$ cat src/rtl/sm3_arb_pkg.sv
// sm3_arb_pkg
//   Shared types and constants for the SM3 request arbiter slice.
//   - arb_st_t   : arbiter FSM state encoding
//   - SM3_RES_W  : width of a compression result
//   - SM3_ARB_DW : default message beat width, follows the core build define
//   - SM3_ARB_BW : default byte-valid width derived from SM3_ARB_DW
//   - rr_inc()   : wrap-around increment used for the round-robin pointer
package sm3_arb_pkg;

    typedef enum logic [1:0] {
        IDLE     = 2'd0,
        FEED     = 2'd1,
        WAIT_RES = 2'd2
    } arb_st_t;

    localparam int SM3_RES_W = 256;

    // The core is built either with a 32-bit or a 64-bit input stream
    // (sm3_cfg.v defines SM3_INPT_DW_32 or SM3_INPT_DW_64); the arbiter
    // defaults track whichever build is selected, 64 bits otherwise.
`ifdef SM3_INPT_DW_32
    localparam int SM3_ARB_DW = 32;
`else
    localparam int SM3_ARB_DW = 64;
`endif
    localparam int SM3_ARB_BW = SM3_ARB_DW / 8;

    // Next requester index after id, wrapping at n.
    function automatic int unsigned rr_inc(input int unsigned id, input int unsigned n);
        return ((id + 1) >= n) ? 0 : (id + 1);
    endfunction

endpackage

$ cat src/rtl/sm3_req_arbiter_rr_pick.sv
// sm3_rr_pick
//   Combinational round-robin picker. Returns the first set bit of req
//   searching upward from rr_ptr with wrap-around.
//   Ports:
//     req    in  N_REQ  request vector
//     rr_ptr in  ID_W   index with highest priority this cycle
//     hit    out 1      at least one request is set
//     idx    out ID_W   index of the chosen request (0 when hit is low)
module sm3_rr_pick #(
    parameter int N_REQ = 4,
    parameter int ID_W  = (N_REQ > 1) ? $clog2(N_REQ) : 1
) (
    input  logic [N_REQ-1:0] req,
    input  logic [ID_W-1:0]  rr_ptr,
    output logic             hit,
    output logic [ID_W-1:0]  idx
);

    logic [ID_W-1:0] cand;

    // Walk the candidates in priority order; the first request found wins.
    // The modulo keeps the search correct for non-power-of-two N_REQ.
    always_comb begin
        hit  = 1'b0;
        idx  = '0;
        cand = '0;
        for (int unsigned off = 0; off < 32'(N_REQ); off++) begin
            cand = ID_W'((32'(rr_ptr) + off) % 32'(N_REQ));
            if (!hit && req[cand]) begin
                hit = 1'b1;
                idx = cand;
            end
        end
    end

endmodule

$ cat src/rtl/sm3_req_arbiter.sv
// sm3_req_arbiter
//   Shares one sm3_core_top between N_REQ message requesters. Arbitration is
//   round-robin at message granularity: a requester owns the core from its
//   first accepted beat until the compression result for that message has
//   been returned to it as a one-cycle pulse.
//   Ports:
//     clk, rst_n               clock, asynchronous active-low reset
//     req_vld/req_d/
//     req_vld_byte/req_lst     per-requester beat stream (slice i = requester i)
//     req_rdy                  per-requester beat accept
//     rsp_vld                  one-hot, one-cycle result pulse to the owner
//     rsp_res                  result, held until the next result
//     core_msg_inpt_*          beat stream towards the core
//     core_cmprss_otpt_*       result from the core
//     busy                     arbiter is not idle
//     grant_id                 current or most recent owner
//     err_unexp_res            sticky: a core result arrived while not waiting
module sm3_req_arbiter
    import sm3_arb_pkg::*;
#(
    parameter int N_REQ = 4,
    parameter int DW    = SM3_ARB_DW,
    parameter int BW    = DW / 8,
    parameter int ID_W  = (N_REQ > 1) ? $clog2(N_REQ) : 1
) (
    input  logic                 clk,
    input  logic                 rst_n,

    input  logic [N_REQ-1:0]     req_vld,
    input  logic [N_REQ*DW-1:0]  req_d,
    input  logic [N_REQ*BW-1:0]  req_vld_byte,
    input  logic [N_REQ-1:0]     req_lst,
    output logic [N_REQ-1:0]     req_rdy,

    output logic [N_REQ-1:0]     rsp_vld,
    output logic [SM3_RES_W-1:0] rsp_res,

    output logic [DW-1:0]        core_msg_inpt_d,
    output logic [BW-1:0]        core_msg_inpt_vld_byte,
    output logic                 core_msg_inpt_vld,
    output logic                 core_msg_inpt_lst,
    input  logic                 core_msg_inpt_rdy,
    input  logic                 core_cmprss_otpt_vld,
    input  logic [SM3_RES_W-1:0] core_cmprss_otpt_res,

    output logic                 busy,
    output logic [ID_W-1:0]      grant_id,
    output logic                 err_unexp_res
);

    arb_st_t         state;
    arb_st_t         state_nxt;

    logic [ID_W-1:0] rr_ptr;
    logic [ID_W-1:0] grant_q;
    logic            pick_hit;
    logic [ID_W-1:0] pick_idx;
    logic [N_REQ-1:0] grant_hot;
    logic            res_take;
    logic            res_unexp;

    logic [DW-1:0]   d_arr  [N_REQ];
    logic [BW-1:0]   vb_arr [N_REQ];

    // Flat requester buses split into per-requester lanes for the mux.
    for (genvar g = 0; g < N_REQ; g++) begin : g_lane
        assign d_arr[g]  = req_d[g*DW +: DW];
        assign vb_arr[g] = req_vld_byte[g*BW +: BW];
    end

    sm3_rr_pick #(
        .N_REQ (N_REQ),
        .ID_W  (ID_W)
    ) u_pick (
        .req    (req_vld),
        .rr_ptr (rr_ptr),
        .hit    (pick_hit),
        .idx    (pick_idx)
    );

    assign grant_hot = N_REQ'(1) << grant_q;
    assign res_take  = (state == WAIT_RES) && core_cmprss_otpt_vld;
    assign res_unexp = (state != WAIT_RES) && core_cmprss_otpt_vld;

    // FSM state register.
    always_ff @(posedge clk or negedge rst_n) begin
        if (!rst_n) begin
            state <= IDLE;
        end else begin
            state <= state_nxt;
        end
    end

    // Next state and the combinational stream path. The core side sees the
    // owner's stream only in FEED; everything is forced to zero elsewhere so
    // stale requester data never reaches the core.
    always_comb begin
        state_nxt              = state;
        req_rdy                = '0;
        core_msg_inpt_d        = '0;
        core_msg_inpt_vld_byte = '0;
        core_msg_inpt_vld      = 1'b0;
        core_msg_inpt_lst      = 1'b0;

        unique case (state)
            IDLE: begin
                if (pick_hit) begin
                    state_nxt = FEED;
                end
            end

            FEED: begin
                core_msg_inpt_d        = d_arr[grant_q];
                core_msg_inpt_vld_byte = vb_arr[grant_q];
                core_msg_inpt_vld      = req_vld[grant_q];
                core_msg_inpt_lst      = req_lst[grant_q];
                req_rdy[grant_q]       = core_msg_inpt_rdy;
                // A dropped req_vld is only a bubble; the grant is kept
                // until the last beat is actually handed over.
                if (req_vld[grant_q] && core_msg_inpt_rdy && req_lst[grant_q]) begin
                    state_nxt = WAIT_RES;
                end
            end

            WAIT_RES: begin
                if (core_cmprss_otpt_vld) begin
                    state_nxt = IDLE;
                end
            end

            default: begin
                state_nxt = IDLE;
            end
        endcase
    end

    // Grant, round-robin pointer and result path.
    always_ff @(posedge clk or negedge rst_n) begin
        if (!rst_n) begin
            grant_q       <= '0;
            rr_ptr        <= '0;
            rsp_vld       <= '0;
            rsp_res       <= '0;
            err_unexp_res <= 1'b0;
        end else begin
            rsp_vld <= '0;

            if ((state == IDLE) && pick_hit) begin
                grant_q <= pick_idx;
            end

            // The pointer moves only when a message completes, so a
            // requester that re-requests right away is ordered behind every
            // other pending requester.
            if (res_take) begin
                rsp_vld <= grant_hot;
                rsp_res <= core_cmprss_otpt_res;
                rr_ptr  <= ID_W'(rr_inc(32'(grant_q), 32'(N_REQ)));
            end

            if (res_unexp) begin
                err_unexp_res <= 1'b1;
            end
        end
    end

    assign busy     = (state != IDLE);
    assign grant_id = grant_q;

endmodule

$ cat config.mk
export PLATFORM = sky130hd
export DESIGN_NAME = sm3_req_arbiter
export DESIGN_NICKNAME = d
export VERILOG_FILES = /design/src/rtl/sm3_arb_pkg.sv /design/src/rtl/sm3_req_arbiter_rr_pick.sv /design/src/rtl/sm3_req_arbiter.sv
export SDC_FILE = /design/constraint.sdc
export NUM_CORES = 1
export LEC_CHECK = 0
export CORE_AREA = 2 2 349 351
export DETAILED_ROUTE_END_ITERATION = 6
export DIE_AREA = 0 0 351 353
export SYNTH_ARGS = -nofsm -noshare
export SYNTH_HDL_FRONTEND = slang
export SYNTH_HIERARCHICAL = 1
export SYNTH_SLANG_ARGS = --single-unit
export TNS_END_PERCENT = 50
$ cat constraint.sdc
create_clock -name clk -period 2.7 [get_ports clk]
set_clock_uncertainty 0.05 [all_clocks]
set_input_delay 0.405 -clock clk [delete_from_list [all_inputs] [get_ports clk]]
set_output_delay 0.405 -clock clk [all_outputs]
set_load 0.005 [all_outputs]
## Word-level counts from Yosys, hierarchy flattened

Cells that the tools add are included.

| cells by class | value |
|---|---|
| $add $sub $neg | 4 |
| magnitude comparators | 8 |
| eq/ne operators | 6 |
| shift operators | 1 |
| mux-type cells | 39 |
| bitwise logic cells | 2 |
| reductions and logical operators | 15 |

Operators by type and width:

| cell | number |
|---|---|
| $mux W64 | 3 |
| $bmux W64 S2 | 1 |
| $mux W8 | 3 |
| $bmux W8 S2 | 1 |
| $mux W2 | 8 |
| $lt A2 B3 Y1 const B | 5 |
| $mux W1 | 13 |
| $bmux W1 S2 | 6 |
| $logic_and A1 B1 Y1 | 9 |
| $mux W4 | 2 |
| $ne A2 B2 Y1 const B | 4 |
| $ge A3 B3 Y1 const B | 2 |
| $pmux W2 S3 | 1 |
| $add A2 B2 Y2 const B | 2 |
| $and A4 B4 Y4 | 1 |
| $shl A1 B2 Y4 const A | 1 |
| $add A2 B1 Y3 const B | 1 |
| $logic_not A1 Y1 | 3 |
| $not A2 Y3 | 1 |
| $reduce_and A3 Y1 | 1 |
| $add A2 B1 Y2 const B | 1 |
| $demux W1 S2 | 1 |
| $eq A2 B1 Y1 const B | 1 |
| $eq A2 B2 Y1 const B | 1 |
| other kinds (3) | 3 |

| word-level totals | value |
|---|---|
| flip-flop bits (word level) | 267 |
| word-level logic and storage cells | 81 |

## Logic depth before layout (Yosys ltp)

| depth | value |
|---|---|
| word-level depth | 14 |
| mapped depth | 7 |

## Cells and area by module

The synthesis kept the hierarchy.

Modules (own cells, without submodules):

| module | times used | cells each | area each (um^2) |
|---|---|---|---|
| sm3_req_arbiter | 1 | 760 | 12245.5 |
| sm3_rr_pick | 1 | 15 | 77.6 |

## Worst setup path before layout

Ideal clock, no wire load.

| timing path | value |
|---|---|
| path type | register to output |
| start | register grant_q[0] (netlist: grant_id[0]) |
| end | output core_msg_inpt_d[0] |
| data arrival time | 1507 ps |
| data required time | 2245 ps |
| slack | 738 ps |
| cell stages (with the launch flop) | 6 |
| buffers on the path | 3 |
| path through | dfrtp_1 > buf_6 > buf_8 > buf_6 > mux4_2 > and2_1 |

| on the way | value |
|---|---|
| cells in the longest elaborated chain, start to end | 5 |

Ends and longest elaborated chain:

| what | RTL line | RTL |
|---|---|---|
| start, declared | sm3_req_arbiter.sv:55 | `logic [ID_W-1:0] grant_q;` |
| start signal, assigned | sm3_req_arbiter.sv:149 | `grant_q <= pick_idx;` |
| $not A2 Y3 (implied by the code) | sm3_req_arbiter.sv:113 | `core_msg_inpt_d = d_arr[grant_q];` |
| $bmux W64 S2 | sm3_req_arbiter.sv:113 |  |
| $mux W64 (implied by the code) (2 in a row) | sm3_req_arbiter.sv:113 |  |
| $mux W64 | sm3_req_arbiter.sv:105 | `unique case (state)` |
| end, declared | sm3_req_arbiter.sv:38 | `output logic [DW-1:0] core_msg_inpt_d,` |

No other way between the ends. The select of a mux whose other input is x is not followed.

## Final worst setup path

| timing path | value |
|---|---|
| start | register grant_q[0] (netlist: grant_id[0]) |
| end | output core_msg_inpt_d[4] |

The elaborated chain is that of the path after synthesis.

==> flow_summary_export.csv <==
group,metric,value,unit
setup_path,rr_startpoint,"grant_id[0]",
global_routing,antenna_found_initial,102,
timing,worst_slack,-0.0684,ns
floorplanning,die_h,353,um
setup_path,crit_path_start,"grant_id[0]",
synthesis,ys_async_sr_fraction,100,%
cells_and_area,layout.nets,2300,
route,antenna_left,0,
timing,relSlewSlack,68.8,%
floorplanning,start_util,10.2,%
clocking,cts_max_level,2,
setup_path,worstPathArrival,2.31,ns
setup_path,r2r_cells,6,
clocking,clk_path_buf_depth,3,
clocking,cts.sinks,267,
synthesis,synth-edff-count,0,
timing,worst_slew_pin_slew,0.467,ns
setup_path,crit_path_start_kind,"flip-flop",
synthesis,ys_ff_latch,267,
cells_and_area,fillCellCount,13000,
power,power.density,987,nW/um^2
placed_design,hpwlAfterDp,66.6,mm
setup_path,crit_end,"core_msg_inpt_d[4]",
floorplanning,die_area,124000,um^2
timing,timing.final.crit_share,103,%
synthesis,synth_seq_area_share,54.2,%
floorplanning,die_x,351,um
timing,rsz0062_at_grt,"yes",
run,cap_violations,0,
clocking,cts_tree,"done",
cells_and_area,mostFrequentLayoutCell,"clkdlybuf4s50_1",
floorplanning,core-area,121000,um^2
global_routing,grt_max_degree,75,
placed_design,portBuffers,897,
global_routing,grt_usage,12.3,%
synthesis,synth_cell_types,31,
power,leakage,0.0105,uW
timing,slew_violations,0,
clocking,clock_latency,0.58,ns
setup_path,r2r-end,"state[0]",
setup_path,critical_path_class,"reg2out",
timing,fmax,361,MHz
placed_design,gp_congestion,0.808,
timing,hold_viol,0,
setup_path,worstPathRequired,2.25,ns
timing,setup_viol,16,
setup_path,cp-end-kind,"output port",
cells_and_area,drive_above_1_share,27.1,%
route,drtIter0Drc,604,
synthesis,synthesis.area,12300,um^2
route,drt_first_pass_iters,4,
setup_path,critical_path_peak_fanout,6,
synthesis,synth_ff_type,"dfrtp_1",
synthesis,avgSynthCellArea,15.9,um^2
synthesis,yosysWarnings,6,
global_routing,grt_pass1_wl,103,mm
synthesis,synth_cells,775,
setup_path,regToRegSetupSlack,0.63,ns
route,drcViolationCount,0,
clocking,cts_root_buffer,"clkbuf_16",
timing,min_period,2.77,ns
cells_and_area,mostFrequentLayoutCells,"clkdlybuf4s50_1 (818), dfrtp_1 (265), mux2_2 (149)",
clocking,clk_pin_slew,0.08,ns
status,violations,"negative setup slack",
status,outcome,"finished with violations",
cells_and_area,syn2layout_area_growth,105,%
hold_path,hold_class,"in2async",
clocking,cts_made_buffers,36,
route,wl,79.7,mm
route,wl_per_cell,23.3,um
power,p_total,25000,uW
route,detail_route.vias_per_cell,3.30,
floorplanning,ios,898,
global_routing,first_global_vias,11700,
route,vias,11300,
power,peakVddDrop,559,uV
global_routing,overflow,0,
floorplanning,num_rows,128,
timing,whs,0.326,ns
synthesis,synth_nets,1335,
cells_and_area,final_util,21.0,%
state kept, by name (all words and copies together), names as in the netlist:
register and count:
rsp_vld 4, rr_ptr 2, grant_id 2, rsp_res 256, err_unexp_res 1, state 2
cell type report:
class                   instances  area [um^2]  area share (%)
diodes                         27         67.6           0.267
clock buffers                  54         1070            4.23
clock inverters                10          154           0.608
inverters                      12         45.0           0.178
multi-input cells             442         5370            21.2
flip-flops and latches        267         6690            26.4
well taps                    1625         2030            8.04
repair buffers                981         9870            39.0
how the worst min path moves through the flow:
stage                     to  slack, ns  depth (start not counted)
2_1_floorplan  err_unexp_res       0.06                          0
3_3_place_gp    rsp_res[226]       0.34                          1
3_5_place_dp      rsp_res[9]       0.33                          1
4_1_cts           rsp_res[0]       0.28                          2
5_1_grt           rsp_res[0]       0.33                          2
6_report          rsp_res[0]       0.33                          2
repair_timing:
item | 4_1_cts | 5_1_grt
endpoints found under the setup margin | 78 | 73
setup buffers | 35 | 5
pin swaps | 5 | 0
hold endpoints to repair | 50 | 0
hold buffers | 1 | 0
resized for setup | 308 | 89
cloned | 3 | 0
report_power, final:
part           internal, uW  switching, uW
registers              5910           1030
logic                  8370           4660
clock network          3040           1960
critical path, cell delays in order (launching register included):
cell and delay, ns:
dfrtp_4 0.52, buf_12 0.17, buf_12 0.15, buf_6 0.11, mux4_2 0.47, and2_4 0.19, buf_6 0.11
logic make-up (layout without fill, tap and decap cells):
family | after synthesis | in the layout | share of synthesized area (%)
multiplexers | 333 | 333 | 37.2
flip-flops | 267 | 267 | 54.2
AND/OR/NAND/NOR | 95 | 95 | 4.68
buffers and inverters | 66 | 1057 | 2.98
AO/OA/AOI/OAI | 10 | 10 | 0.518
adder cells (fa/ha/maj) | 4 | 4 | 0.406
other | 0 | 27 | 0
synth_stat cells, types with 2 or more instances:
library cell,count,share of area [%]
and3_1,4,0.20
and2_1,74,3.8
a21oi_1,4,0.16
buf_6,6,0.55
nor2_1,7,0.21
mux2_2,149,14
ha_1,4,0.41
dfrtp_1,267,54
o21ai_0,2,0.081
buf_2,30,1.2
buf_4,7,0.43
nand2b_1,2,0.10
mux4_2,74,14
inv_1,11,0.34
clkbuf_1,9,0.27
mux2_1,110,10
metal layers:
| metal | up-vias | wire length, um | track usage [%] |
|---|---|---|---|
| li1 | 4804 | - | - |
| met1 | 5610 | 29700 | 13.6 |
| met2 | 616 | 37400 | 20.3 |
| met3 | 183 | 9780 | 6.55 |
| met4 | 80 | 2290 | 3.83 |
| met5 | - | 492 | 0 |
per-stage QoR:
| stage | cell area [um^2] | TNS [ns] | std cells | worst slack [ns] |
|---|---|---|---|---|
| after floorplan | 12300 | 0 | 775 | 0.738 |
| after global placement | 23500 | 0 | 3287 | 0.0500 |
| after detailed placement | 23500 | 0 | 3287 | 0.0668 |
| after CTS | 25200 | -8.07 | 3390 | -0.198 |
| after global routing | 25200 | -3.62 | 3397 | -0.150 |
| final | 25300 | -0.263 | 3418 | -0.0684 |
Power figures use the tool's default switching activity.
